`config.mk`:
```
export PLATFORM = sky130hd
export DESIGN_NAME = store_buffer
export DESIGN_NICKNAME = d
export VERILOG_FILES = /design/src/rtl/store_buffer.sv
export SDC_FILE = /design/constraint.sdc
export NUM_CORES = 1
export LEC_CHECK = 0
export CELL_PAD_IN_SITES_DETAIL_PLACEMENT = 0
export CELL_PAD_IN_SITES_GLOBAL_PLACEMENT = 1
export CORE_MARGIN = 1.5
export CORE_UTILIZATION = 50
export DETAILED_ROUTE_END_ITERATION = 12
export PLACE_DENSITY_LB_ADDON = 0.1
export SETUP_SLACK_MARGIN = 0.5
export SYNTH_ARGS = -nofsm -noshare
export SYNTH_HDL_FRONTEND = slang
export SYNTH_SLANG_ARGS = --single-unit
export TNS_END_PERCENT = 50
```
`constraint.sdc`:
```
create_clock -name clk -period 16.78 [get_ports clk]
set_input_delay 3.356 -clock clk [delete_from_list [all_inputs] [get_ports clk]]
set_output_delay 3.356 -clock clk [all_outputs]
set_load 0.1 [all_outputs]
```
`src/rtl/store_buffer.sv`:
```
// Circular store FIFO that drains to the dcache in order and forwards word loads from the youngest matching store.
// dc_req rises one cycle after a store is enqueued into an empty buffer; st_ready is !full, so a same-cycle drain does not admit a store.
module store_buffer #(
  parameter int WORD_WIDTH    = 32,
  parameter int ADDRESS_WIDTH = 32,
  parameter int NUM_ENTRIES   = 4
) (
  input  logic                           clk,
  input  logic                           reset,
  input  logic                           st_valid,
  input  logic [ADDRESS_WIDTH-1:0]       st_addr,
  input  logic [WORD_WIDTH-1:0]          st_data,
  input  logic                           st_byte,
  output logic                           st_ready,
  input  logic                           ld_valid,
  input  logic [ADDRESS_WIDTH-1:0]       ld_addr,
  output logic                           fwd_hit,
  output logic [WORD_WIDTH-1:0]          fwd_data,
  output logic                           fwd_stall,
  output logic                           dc_req,
  output logic [ADDRESS_WIDTH-1:0]       dc_addr,
  output logic [WORD_WIDTH-1:0]          dc_data,
  output logic                           dc_byte,
  input  logic                           dc_ack,
  output logic                           empty,
  output logic                           full,
  output logic [$clog2(NUM_ENTRIES):0]   count
);

  localparam int PTR_W = $clog2(NUM_ENTRIES);
  localparam int CNT_W = PTR_W + 1;

  logic [ADDRESS_WIDTH-1:0] ent_addr [NUM_ENTRIES];
  logic [WORD_WIDTH-1:0]    ent_data [NUM_ENTRIES];
  logic [NUM_ENTRIES-1:0]   ent_byte;
  logic [NUM_ENTRIES-1:0]   ent_valid;

  logic [PTR_W-1:0] head;
  logic [PTR_W-1:0] tail;
  logic             enq;
  logic             deq;

  logic                  match_found;
  logic                  match_byte;
  logic [WORD_WIDTH-1:0] match_data;
  logic [PTR_W-1:0]      idx;
  logic                  unused_ld_lsb;

  assign empty    = (count == '0);
  assign full     = (count == CNT_W'(NUM_ENTRIES));
  assign st_ready = !full;
  assign enq      = st_valid && st_ready;
  assign dc_req   = !empty;
  assign deq      = dc_req && dc_ack;

  assign dc_addr  = empty ? '0 : ent_addr[head];
  assign dc_data  = empty ? '0 : ent_data[head];
  assign dc_byte  = !empty && ent_byte[head];

  // Loads are word-aligned, so only the word index takes part in matching.
  assign unused_ld_lsb = ^ld_addr[1:0];

  always_ff @(posedge clk or posedge reset) begin
    if (reset) begin
      head      <= '0;
      tail      <= '0;
      count     <= '0;
      ent_valid <= '0;
    end else begin
      if (deq) begin
        ent_valid[head] <= 1'b0;
        head            <= head + PTR_W'(1);
      end
      if (enq) begin
        ent_valid[tail] <= 1'b1;
        tail            <= tail + PTR_W'(1);
      end
      case ({enq, deq})
        2'b10:   count <= count + CNT_W'(1);
        2'b01:   count <= count - CNT_W'(1);
        default: count <= count;
      endcase
    end
  end

  // Payload needs no reset: it is only observed through valid entries.
  always_ff @(posedge clk) begin
    if (enq) begin
      ent_addr[tail] <= st_addr;
      ent_data[tail] <= st_data;
      ent_byte[tail] <= st_byte;
    end
  end

  // Walk oldest to youngest from head so the last hit is the youngest store.
  always_comb begin
    match_found = 1'b0;
    match_byte  = 1'b0;
    match_data  = '0;
    idx         = '0;
    for (int i = 0; i < NUM_ENTRIES; i++) begin
      idx = head + PTR_W'(i);
      if (ent_valid[idx] &&
          ent_addr[idx][ADDRESS_WIDTH-1:2] == ld_addr[ADDRESS_WIDTH-1:2]) begin
        match_found = 1'b1;
        match_byte  = ent_byte[idx];
        match_data  = ent_data[idx];
      end
    end
  end

  always_comb begin
    fwd_hit   = 1'b0;
    fwd_stall = 1'b0;
    fwd_data  = '0;
    if (ld_valid && match_found) begin
      if (match_byte) begin
        fwd_stall = 1'b1;
      end else begin
        fwd_hit  = 1'b1;
        fwd_data = match_data;
      end
    end
  end

endmodule

```
; After elaboration in Yosys (flattened, before gate mapping)
; Memories as Yosys holds them, arrays and structs flattened.
; Index checks and enable logic that the tools add are counted.
; Widths: inputs -> output; s select.
[word_totals]
regBits = 15
mem_bits_rw = 256
in_bits = 102
output_inout_bits = 106
word_cells = 90
mem_count = 2
[mem_list]
columns = name, depth, width, rd, rd_ports_with_merged_regs, write_ports, line
row1 = ent_addr, 4, 32, 4, 0, 1, 33  ; logic [ADDRESS_WIDTH-1:0] ent_addr [NUM_ENTRIES];
row2 = ent_data, 4, 32, 4, 0, 1, 34  ; logic [WORD_WIDTH-1:0] ent_data [NUM_ENTRIES];
[op_classes]
n_addsub = 6
order_cmp = 7
eq_ne = 7
n_mux = 46
bitwise_logic = 3
reduce_logical = 14
[ops]
columns = op, count
row1 = $mux 32, 8
row2 = $eq 30x30->1, 4
row3 = $mux 1, 24
row4 = $bmux 1 s2, 8
row5 = $lt 2x3->1 const B, 5
row6 = $logic_and 1x1->1, 10
row7 = $mux 4, 2
row8 = $pmux 3 s2, 1
row9 = $add 2x1->2 const B, 2
row10 = $add 2x2->2 const B, 2
row11 = $and 4x4->4, 1
row12 = $bwmux 4, 1
row13 = $demux 1 s2, 2
row14 = $ge 2x1->1 const B, 2
row15 = $not 4->4, 1
row16 = $or 4x4->4, 1
row17 = $add 3x1->3 const B, 1
row18 = $eq 3x3->1 const B, 1
row19 = $logic_not 3->1, 1
row20 = $sub 3x1->3 const B, 1
row21 = $eq 2x1->1 const B, 1
row22 = $eq 2x2->1 const B, 1
row23 = $logic_not 1->1, 2
row24 = $reduce_bool 2->1, 1

; Logic depth before layout (Yosys ltp)
; Gate-level depths: netlist (run 1).
[logic_depth]
depth_word = 9
depth_mapped = 22
mapped_depth_nobuf = 10

; Worst setup path after synthesis (run 1)
; No wires, ideal clock.
[synth_timing]
path_type = input to output
startpoint = input ld_addr[18]
endpoint = output fwd_data[1]
arrival_time_ns = 8.717
setup_slack_ns = 4.707
path_stages = 9
path_buffers = 2
path_cell_list = buf_1 inv_1 a221oi_1 o211ai_1 or4b_1 o32ai_4 nor2_1 buf_2 a2111oi_1
[synth_between]
elab_chain_cells = 8
elab_cells_between_ends = 23
cone_classes = 4 x eq/ne / 14 x mux / 5 x reduce/logical
[synth_lines]
columns = item, line
row1 = from (decl), 16  ; input logic [ADDRESS_WIDTH-1:0] ld_addr,
row2 = $eq 30x30->1, 104  ; ent_addr[idx][ADDRESS_WIDTH-1:2] == ld_addr[ADDRESS_WIDTH-1:2]) begin
row3 = $logic_and 1x1->1, 103  ; if (ent_valid[idx] &&
row4 = $mux 32 or $mux 1 (tied branches) (4 in a row), 103
row5 = $mux 32 or $logic_and 1x1->1 (tied branches), "117, 116"
row6 = $mux 32 (*), 116  ; if (ld_valid && match_found) begin
row7 = to (decl), 18  ; output logic [WORD_WIDTH-1:0] fwd_data,
; Mark *: on every way between the ends. The rest lies on a longest branch, timed or not.

; Worst setup path in the final report (run 1)
[layout_timing]
startpoint = input ld_addr[13]
endpoint = output fwd_data[11]
; The elaborated chain is that of the path after synthesis.

==> metrics.md, run 1 <==
| Metric | Value |
|---|---|
| Outcome | `completed` |
| Largest net degree at the start of global routing | `147` |
| Reg2reg start | `head[0]` |
| WP depth | `11` |
| Critical Path End Type | `output port` |
| Fin Hold WS | `0.521 ns` |
| Layout area overhead | `17.0%` |
| Library cells used by synthesis | `67` |
| Most common cell after layout, fill and taps aside | `edfxtp_1` |
| Synth Instances | `roughly 1.3k` |
| I/O pins | `around 210` |
| Detailed placement HPWL | `35,200 µm` |
| Proportion of layout cells with a drive suffix above 1 | `0.235` |
| Startpoint Class | `primary input` |
| Port bufs | `205` |
| Full die area | `around 39,000 µm²` |
| Hold Path End | `count[2]` |
| Via density | `6.82` |
| FILL cells | `2,956` |
| Syn nets | `1,433` |
| Post-Syn Area | `about 19,000 µm²` |
| Final hold vios | `0` |
| Sequential Area | `8090 µm²` |
| DR WL/cell | `28.1 µm` |
| Fmax | `81.2 MHz` |
| Worst R2R End | `head[1]` |
| All-Layer GR Usage | `0.285` |
| Max Slew Vio Count | `0` |
| Worst r2r path cells | `5` |
| Hold_sp | `count[2]` |
| Die Height | `~200 µm` |
| Hold Path Depth | `1` |
| # DRC | `0` |
| Post_cts resized | `0` |
| Worst-path clk slew | `0.06 ns` |
| Number of global-route vias before repair | `13.1k` |
| CP Class | `primary input to output port` |
| Worst EP required | `13.42 ns` |
| Drt total wl | `55,400 µm` |
| Max incr delay on CP | `1.22 ns` |
| Die width | `around 200 µm` |
| Layout Skew | `0.0108 ns` |
| FF+latch count, synth | `271` |
| WP buf/inv | `5` |
| Via count | `approximately 13k` |
| Clock root cell | `clkbuf_16` |
| Skew-Pair Late Insertion Delay | `about 0.58 ns` |
| Postcts setup bufs | `0` |
| Final worst path period share | `0.734` |
| Top FF cell, synth | `edfxtp_1` |
| Clk buf depth | `3` |
| Slew @ Worst Pin | `1.12 ns` |
| First-pass GRT wire length | `82,500 µm` |
| Footprint of the multi-input gates | `between 10,000 and 15,000 µm²` |
| Initial antenna violation count | `4` |
| Synth warnings | `0` |
| CP top delay family | `buffers and inverters` |
| Setup_tns | `0 ns` |
| Rows | `71` |
| Num CTS Buffers | `31` |
| DRT Pass-1 Iters | `6` |
| CTS tree | `yes` |
| Hold-fix buffers at CTS | `0` |
| RSZ-0062 raised after global routing | `false` |
| Max_slew headroom | `0.254` |
| Core area | `37,600 µm²` |
| Worst reg2reg setup slack | `13.23 ns` |
| DRT antenna net count | `0` |
| Maximum fanout along the worst path | `35` |
| Nets | `1,548` |
| Final setup fails | `0` |
| Worst path cell trace | `clkdlybuf4s50_1 > inv_1 > xnor2_1 > a32oi_1 > or4_2 > o32ai_4 > buf_4 > nor2_4 > buf_4 > a2111oi_2 > clkdlybuf4s50_1` |
| Final min period | `12.32 ns` |
| Ranking of synthesized cells by area | `edfxtp_1, mux4_2, mux2i_1` |
| Mapped Avg Cell Area | `around 14 µm²` |
| Register area share after synthesis | `0.425` |
| Starting Density | `0.507` |
| Commonest non-fill, non-tap cells in the layout | `edfxtp_1, mux4_2, clkdlybuf4s50_1` |
| Hold Crit Class | `flop to flop` |
| Initial DRC Count | `1,449` |
| Area fraction of the dominant cell type after synthesis | `0.410` |
| Routability Congestion | `0.887` |
| Data arrival, critical path | `8.97 ns` |
| Critical path's slowest cell | `clkdlybuf4s50_1` |
| Clk sink count | `around 270` |
| Global route overflow | `0` |
| Post-synth ARST share | `0.0406` |
| Post-synth EDFFs | `between 200 and 300` |
| Htree depth | `1` |
| Maximum capacitance violations | `0` |
| Largest area contributor in the netlist | `edfxtp_1` |
[Yosys cell counts (32+ instances only)]
cell,number
edfxtp_1,260
a221oi_1,34
clkbuf_1,70
buf_2,34
xnor2_1,82
mux4_2,219
nor3b_1,32
and2_1,59
mux2i_1,75
nand2_1,72
or3_1,34
o221ai_1,38
[through the flow]
step / util / std cells / instance area, µm² / worst slack, ns
global placement: 0.565 / 1914 / 21200 / 4.57
detailed placement: 0.565 / 1914 / 21200 / 4.53
floorplan: - / 1321 / 19000 / 4.71
global route: 0.593 / 1970 / 22300 / 4.12
finish: 0.593 / 1972 / 22300 / 4.46
CTS: 0.593 / 1970 / 22300 / 4.44
[worst max-delay path by stage]
stage,from,end,slack [ns]
3_5_place_dp,ld_addr[13],fwd_data[11],4.53
3_3_place_gp,ld_addr[13],fwd_data[11],4.57
5_1_grt,head[0],fwd_data[11],4.12
2_1_floorplan,ld_addr[18],fwd_data[1],4.71
6_report,ld_addr[13],fwd_data[11],4.46
4_1_cts,head[0],fwd_stall,4.44
[cell type report]
type                       count  area share
antenna                        2    0.000225
clock inverter                18     0.00871
timing repair buffer         226      0.0995
inverter                      22     0.00371
tap                          511      0.0287
sequential                   271       0.363
clock buffer                  38      0.0374
multi-input combinational    884       0.459
[metal layers]
layer  track usage  wire (µm)  share of wire  up-vias
li1              -          -              -     5716
met1         0.414      23300           0.42     6976
met2         0.438      25400           0.46      669
met3        0.0572       5290          0.096       83
met4        0.0786       1360          0.025        6
met5             0         43        0.00078        -
[registers in the layout (all words and copies together), names as in the netlist]
register and flops:
ent_data 128, ent_valid 4, tail 2, ent_byte 4
count 3, ent_addr 128, head 2
[kinds of logic after synthesis]
logic type / after synthesis / share of synthesized area
flops: 271 / 0.425
compound gates: 193 / 0.0936
mux: 302 / 0.303
xor+xnor: 103 / 0.0474
buf+inv: 166 / 0.0430
simple gates: 276 / 0.0810
fa+ha+maj: 10 / 0.00697
Power of run 1 is not shown: default switching activity piles up to over one toggle a cycle in this logic, so the estimate is an artifact.
==> run 2: changes to the inputs <==
--- a/config.mk
+++ b/config.mk
@@ -8,7 +8,7 @@
 export CELL_PAD_IN_SITES_DETAIL_PLACEMENT = 0
 export CELL_PAD_IN_SITES_GLOBAL_PLACEMENT = 1
 export CORE_MARGIN = 1.5
-export CORE_UTILIZATION = 50
+export CORE_UTILIZATION = 48
 export DETAILED_ROUTE_END_ITERATION = 12
 export PLACE_DENSITY_LB_ADDON = 0.1
 export SETUP_SLACK_MARGIN = 0.5
==> constraint.sdc (replaced) <==
create_clock -name clk -period 11.58 [get_ports clk]
set_input_delay 2.316 -clock clk [delete_from_list [all_inputs] [get_ports clk]]
set_output_delay 2.316 -clock clk [all_outputs]
set_load 0.1 [all_outputs]
==> metrics.md, run 2 (same netlist as run 1, synthesis figures left out) <==
| Metric | Value |
|---|---|
| First-pass GRT wire length | `84,700 µm (+2.7%)` |
| Max Slew Vio Count | `0 (unchanged)` |
| Worst R2R End | `head[1]` |
| Core area | `38,900 µm² (+3.6%)` |
| CP Class | `flop to output port` |
| Num CTS Buffers | `30 (-3.2%)` |
| Skew-Pair Late Insertion Delay | `0.58 ns (about the same)` |
| DR WL/cell | `28.3 µm (+0.69%)` |
| Clk buf depth | `3 (unchanged)` |
| Via density | `6.76 (-0.84%)` |
| Reg2reg start | `head[0]` |
| Rows | `72 (+1.4%)` |
| Max_slew headroom | `0.299 (+0.0451)` |
| Largest regs | `ent_addr: 128 flops, ent_data: 128 flops` |
| CTS tree | `yes` |
| Data arrival, critical path | `7.92 ns (-1.05 ns)` |
| Placed cells | `1,930 (+0.84%)` |
| Layout area overhead | `17.1%` |
| Maximum capacitance violations | `0 (unchanged)` |
| Critical path origin | `head[0]` |
| Starting Density | `0.489 (-0.0174)` |
| Setup_tns | `0 ns (unchanged)` |
| Full die area | `40,900 µm² (+4.1%)` |
| RSZ-0062 raised after global routing | `false` |
| Worst EP required | `9.26 ns (-4.16 ns)` |
| Layout Skew | `0.0166 ns (+0.00583 ns)` |
| Global route overflow | `0 (unchanged)` |
| Most common cell after layout, fill and taps aside | `edfxtp_1` |
| Worst r2r path cells | `4 (-1)` |
| Proportion of layout cells with a drive suffix above 1 | `0.254 (+0.0185)` |
| Final min period | `10.24 ns` |
| Detailed placement HPWL | `37,200 µm (+5.8%)` |
| Startpoint Class | `flop` |
| Die Height | `202 µm (+2.0%)` |
| Outcome | `completed` |
| Hold Crit Class | `flop to flop` |
| Post_cts resized | `0 (unchanged)` |
| Fmax | `97.7 MHz` |
| Htree depth | `1 (unchanged)` |
| Worst-path clk slew | `0.06 ns (about the same)` |
| Maximum fanout along the worst path | `53 (+51%)` |
| Commonest non-fill, non-tap cells in the layout | `edfxtp_1, mux4_2, clkdlybuf4s50_1` |
| Nets | `1,556 (+0.52%)` |
| Critical Path End Type | `output port` |
| FILL cells | `3,185 (+7.7%)` |
| Port bufs | `205 (unchanged)` |
| # DRC | `0 (unchanged)` |
| Number of global-route vias before repair | `13.5k (+2.5%)` |
| Clk sink count | `271 (unchanged)` |
| Initial antenna violation count | `6 (+2)` |
| I/O pins | `208 (unchanged)` |
| Slew @ Worst Pin | `1.05 ns (-0.0701 ns)` |
| DRT Pass-1 Iters | `5 (-1)` |
| Final hold vios | `0 (unchanged)` |
| All-Layer GR Usage | `0.276 (-0.00912)` |
| Final worst path period share | `0.884` |
| Final setup fails | `0 (unchanged)` |
| Final Non-Filler Cells | `1,988 (+0.81%)` |
| Drt total wl | `56,200 µm (+1.5%)` |
| Routability Congestion | `0.894 (+0.73%)` |
| Hold-fix buffers at CTS | `0 (unchanged)` |
| Die width | `202 µm (+2.0%)` |
| CP endpoint | `fwd_hit` |
| Worst reg2reg setup slack | `8.79 ns (-4.44 ns)` |
| DRT antenna net count | `0 (unchanged)` |
| Initial DRC Count | `1,396 (-3.7%)` |
| Postcts setup bufs | `0 (unchanged)` |
| Via count | `13.4k (-0.037%)` |
| Largest net degree at the start of global routing | `72 (-51%)` |
| Clock root cell | `clkbuf_16` |
==> run 2: cell count changes in the layout (fill, tap and decap cells not counted) <==
cell	change
clkbuf_1	-3
clkinvlp_4	-1
buf_2	-1
buf_4	+31
clkinv_1	+3
diode_2	+1
clkdlybuf4s50_1	-21
bufinv_16	+1
clkbuf_8	-3
clkinv_2	+1
inv_6	+1
==> run 2: layout make-up <==
cell class | count | area, µm² | area share
tap | 518 | 648 | 0.0291
multi-input combinational | 884 | 10200 | 0.458
clock inverter | 23 | 241 | 0.0108
timing repair buffer | 235 | 2230 | 0.100
clock buffer | 32 | 779 | 0.0350
sequential | 271 | 8090 | 0.363
inverter | 22 | 82.6 | 0.00370
antenna | 3 | 7.51 | 0.000337
==> run 2: routing by layer <==
layer,track usage,wire (µm),vias up
met5,0,48,-
met4,0.0810,1380,6
met3,0.0524,5000,85
met2,0.425,25900,650
met1,0.400,23800,6962
li1,-,-,5742
==> run 2: worst min path at each step <==
stage                       startpoint            to  slack, ns  cells after the start
after global placement        count[0]      count[0]       0.50                      1
after detailed placement      count[2]      count[2]       0.53                      1
final                         count[2]      count[2]       0.53                      1
after CTS                     count[2]      count[2]       0.54                      1
after global routing          count[2]      count[2]       0.56                      1
after floorplan           ent_valid[0]  ent_valid[0]       0.50                      1
==> run 2: worst max-delay path, stage by stage (launching register included) <==
cell	delay, ns
dfrtp_4	0.98
inv_2	0.56
ha_4	0.94
buf_12	0.32
mux2i_1	0.25
mux2i_1	0.10
o21ai_0	0.38
nand4_1	0.32
or4b_1	0.69
o32ai_4	0.32
buf_4	0.52
a211o_2	0.62
a21oi_1	0.25
clkdlybuf4s50_1	1.04
==> run 2: per-stage QoR <==
step | hold WS, ns | util | worst slack [ns] | area, µm²
floorplan | 0.502 | - | 1.13 | 19000
global placement | 0.502 | 0.546 | 1.71 | 21300
detailed placement | 0.529 | 0.546 | 1.75 | 21300
CTS | 0.544 | 0.573 | 1.31 | 22300
global route | 0.565 | 0.573 | 0.848 | 22300
finish | 0.526 | 0.573 | 1.34 | 22300
Power of run 2 is left out for the same reason.
==> run 3: changes to the inputs <==
--- a/config.mk
+++ b/config.mk
@@ -7,6 +7,7 @@
 export LEC_CHECK = 0
 export CELL_PAD_IN_SITES_DETAIL_PLACEMENT = 0
 export CELL_PAD_IN_SITES_GLOBAL_PLACEMENT = 1
+export CORE_ASPECT_RATIO = 2
 export CORE_MARGIN = 1.5
 export CORE_UTILIZATION = 48
 export DETAILED_ROUTE_END_ITERATION = 12
==> metrics.md, run 3 (same netlist as run 1, synthesis figures left out) <==
| Metric | Value |
|---|---|
| Outcome | `completed` |
| Full die area | `40,900 µm² (+0.18%)` |
| Hold Crit Class | `flop to flop` |
| Starting Density | `0.484 (-0.00484)` |
| Final worst path period share | `0.876 (-0.00812)` |
| Proportion of layout cells with a drive suffix above 1 | `0.245 (-0.00891)` |
| WP buf/inv | `4 (unchanged)` |
| Routability Congestion | `0.990 (+11%)` |
| Via count | `13.1k (-2.3%)` |
| Drt total wl | `58,200 µm (+3.6%)` |
| Max Slew Vio Count | `0 (unchanged)` |
| Largest net degree at the start of global routing | `129 (+79%)` |
| Detailed placement HPWL | `40,500 µm (+8.9%)` |
| Layout area overhead | `16.3%` |
| Hold Path End | `count[0]` |
| Port bufs | `205 (unchanged)` |
| Critical Path End Type | `output port` |
| Worst reg2reg setup slack | `9.02 ns (+0.23 ns)` |
| Final setup fails | `0 (unchanged)` |
| Maximum fanout along the worst path | `34 (-36%)` |
| Max incr delay on CP | `1.12 ns (+0.08 ns)` |
| Number of global-route vias before repair | `13.5k (+0.57%)` |
| Worst r2r path cells | `5 (+1)` |
| Final Non-Filler Cells | `1,982 (-0.30%)` |
| Setup_tns | `0 ns (unchanged)` |
| Worst-path clk slew | `0.07 ns (about the same)` |
| Skew-Pair Late Insertion Delay | `0.55 ns (-0.03 ns)` |
| All-Layer GR Usage | `0.289 (+0.0128)` |
| Global route overflow | `0 (unchanged)` |
| Rows | `103 (+43%)` |
| Layout Skew | `0.0132 ns (-0.00348 ns)` |
| DR WL/cell | `29.4 µm (+3.9%)` |
| Data arrival, critical path | `7.83 ns (-0.09 ns)` |
| Core area | `39,300 µm² (+1.0%)` |
| Via density | `6.63 (-2.0%)` |
| CTS tree | `yes` |
| Reg2reg start | `head[0]` |
| Commonest non-fill, non-tap cells in the layout | `edfxtp_1, mux4_2, clkdlybuf4s50_1` |
| Final min period | `10.14 ns (-0.0940 ns)` |
| Hold-fix buffers at CTS | `0 (unchanged)` |
| CP Class | `primary input to output port` |
| Worst R2R End | `head[1]` |
| Hold Path Depth | `1 (unchanged)` |
| Worst EP required | `9.26 ns (about the same)` |
| Htree depth | `1 (unchanged)` |
| Hold_sp | `count[0]` |
| Nets | `1,548 (-0.51%)` |
| Initial antenna violation count | `2 (-4)` |
| Largest regs | `ent_addr: 128 flops, ent_data: 128 flops` |
| Critical path's slowest cell | `or4_2` |
| # DRC | `0 (unchanged)` |
| RSZ-0062 raised after global routing | `false` |
| Max_slew headroom | `0.287 (-0.0121)` |
| Worst path cell trace | `clkdlybuf4s50_1 > inv_1 > xnor2_1 > a32oi_1 > or4_2 > o32ai_4 > buf_4 > a211o_2 > a2111oi_2 > clkdlybuf4s50_1` |
| Crit-path most repeated cell | `clkdlybuf4s50_1` |
| Clk sink count | `271 (unchanged)` |
| Post_cts resized | `0 (unchanged)` |
| Slew @ Worst Pin | `1.07 ns (+0.0172 ns)` |
| DRT Pass-1 Iters | `5 (unchanged)` |
| Placed cells | `1,934 (+0.21%)` |
| Initial DRC Count | `1,030 (-26%)` |
| Fmax | `98.6 MHz (+0.93%)` |
| Die width | `144 µm (-29%)` |
| Postcts setup bufs | `0 (unchanged)` |
| I/O pins | `208 (unchanged)` |
| CP top delay family | `buffers and inverters` |
| Clk buf depth | `3 (unchanged)` |
| Most common cell after layout, fill and taps aside | `edfxtp_1` |
| Startpoint Class | `primary input` |
| Num CTS Buffers | `25 (-17%)` |
| First-pass GRT wire length | `86,400 µm (+1.9%)` |
| Clock root cell | `clkbuf_16` |
| Maximum capacitance violations | `0 (unchanged)` |
| DRT antenna net count | `0 (unchanged)` |
| Final hold vios | `0 (unchanged)` |
| Die Height | `285 µm (+41%)` |
-- run 3: cell count changes in the layout (fill, tap and decap cells not counted), sizes merged --
| cell | previous run | this run |
|---|---|---|
| clkdlybuf4s50 | 183 | 193 |
| inv | 24 | 25 |
| clkbuf | 32 | 27 |
| buf | 52 | 39 |
| diode | 3 | 2 |
| clkinvlp | 1 | 5 |
| clkinv | 15 | 8 |
| bufinv | 5 | 3 |
-- run 3: worst max-delay path by stage --
stage                     start           end  slack, ns  cells past startpoint
global route            head[0]  fwd_data[17]       1.16                     13
floorplan               head[1]   fwd_data[1]       1.13                     20
CTS                 ld_addr[13]   fwd_data[1]       1.45                     10
finish              ld_addr[13]   fwd_data[3]       1.44                     10
detailed placement  ld_addr[13]   fwd_data[1]       1.47                     10
global placement    ld_addr[13]   fwd_data[3]       1.43                     10
-- run 3: stage by stage --
step                      area [µm²]   util  worst slack, ns  hold slack, ns
after floorplan                19000      -             1.13           0.502
after global placement         21300  0.541             1.43           0.518
after detailed placement       21300  0.541             1.47           0.514
after CTS                      22100  0.563             1.45           0.526
after global routing           22100  0.563             1.16           0.533
final                          22100  0.563             1.44           0.528
-- run 3: routing by layer --
layer / global-route usage / vias to the layer above / wire, µm
met5: 0 / - / 0
li1: - / 5704 / -
met4: 0.153 / 0 / 3470
met1: 0.324 / 6780 / 19200
met2: 0.527 / 536 / 32400
met3: 0.0300 / 115 / 3130
-- run 3: layout make-up --
class | count | area, µm²
antenna | 2 | 5.00
tap | 525 | 657
inverter | 22 | 82.6
clock inverter | 19 | 206
clock buffer | 27 | 653
fill | 3205 | 17200
sequential | 271 | 8090
timing repair buffer | 232 | 2250
multi-input combinational | 884 | 10200
Power of run 3 is left out for the same reason.
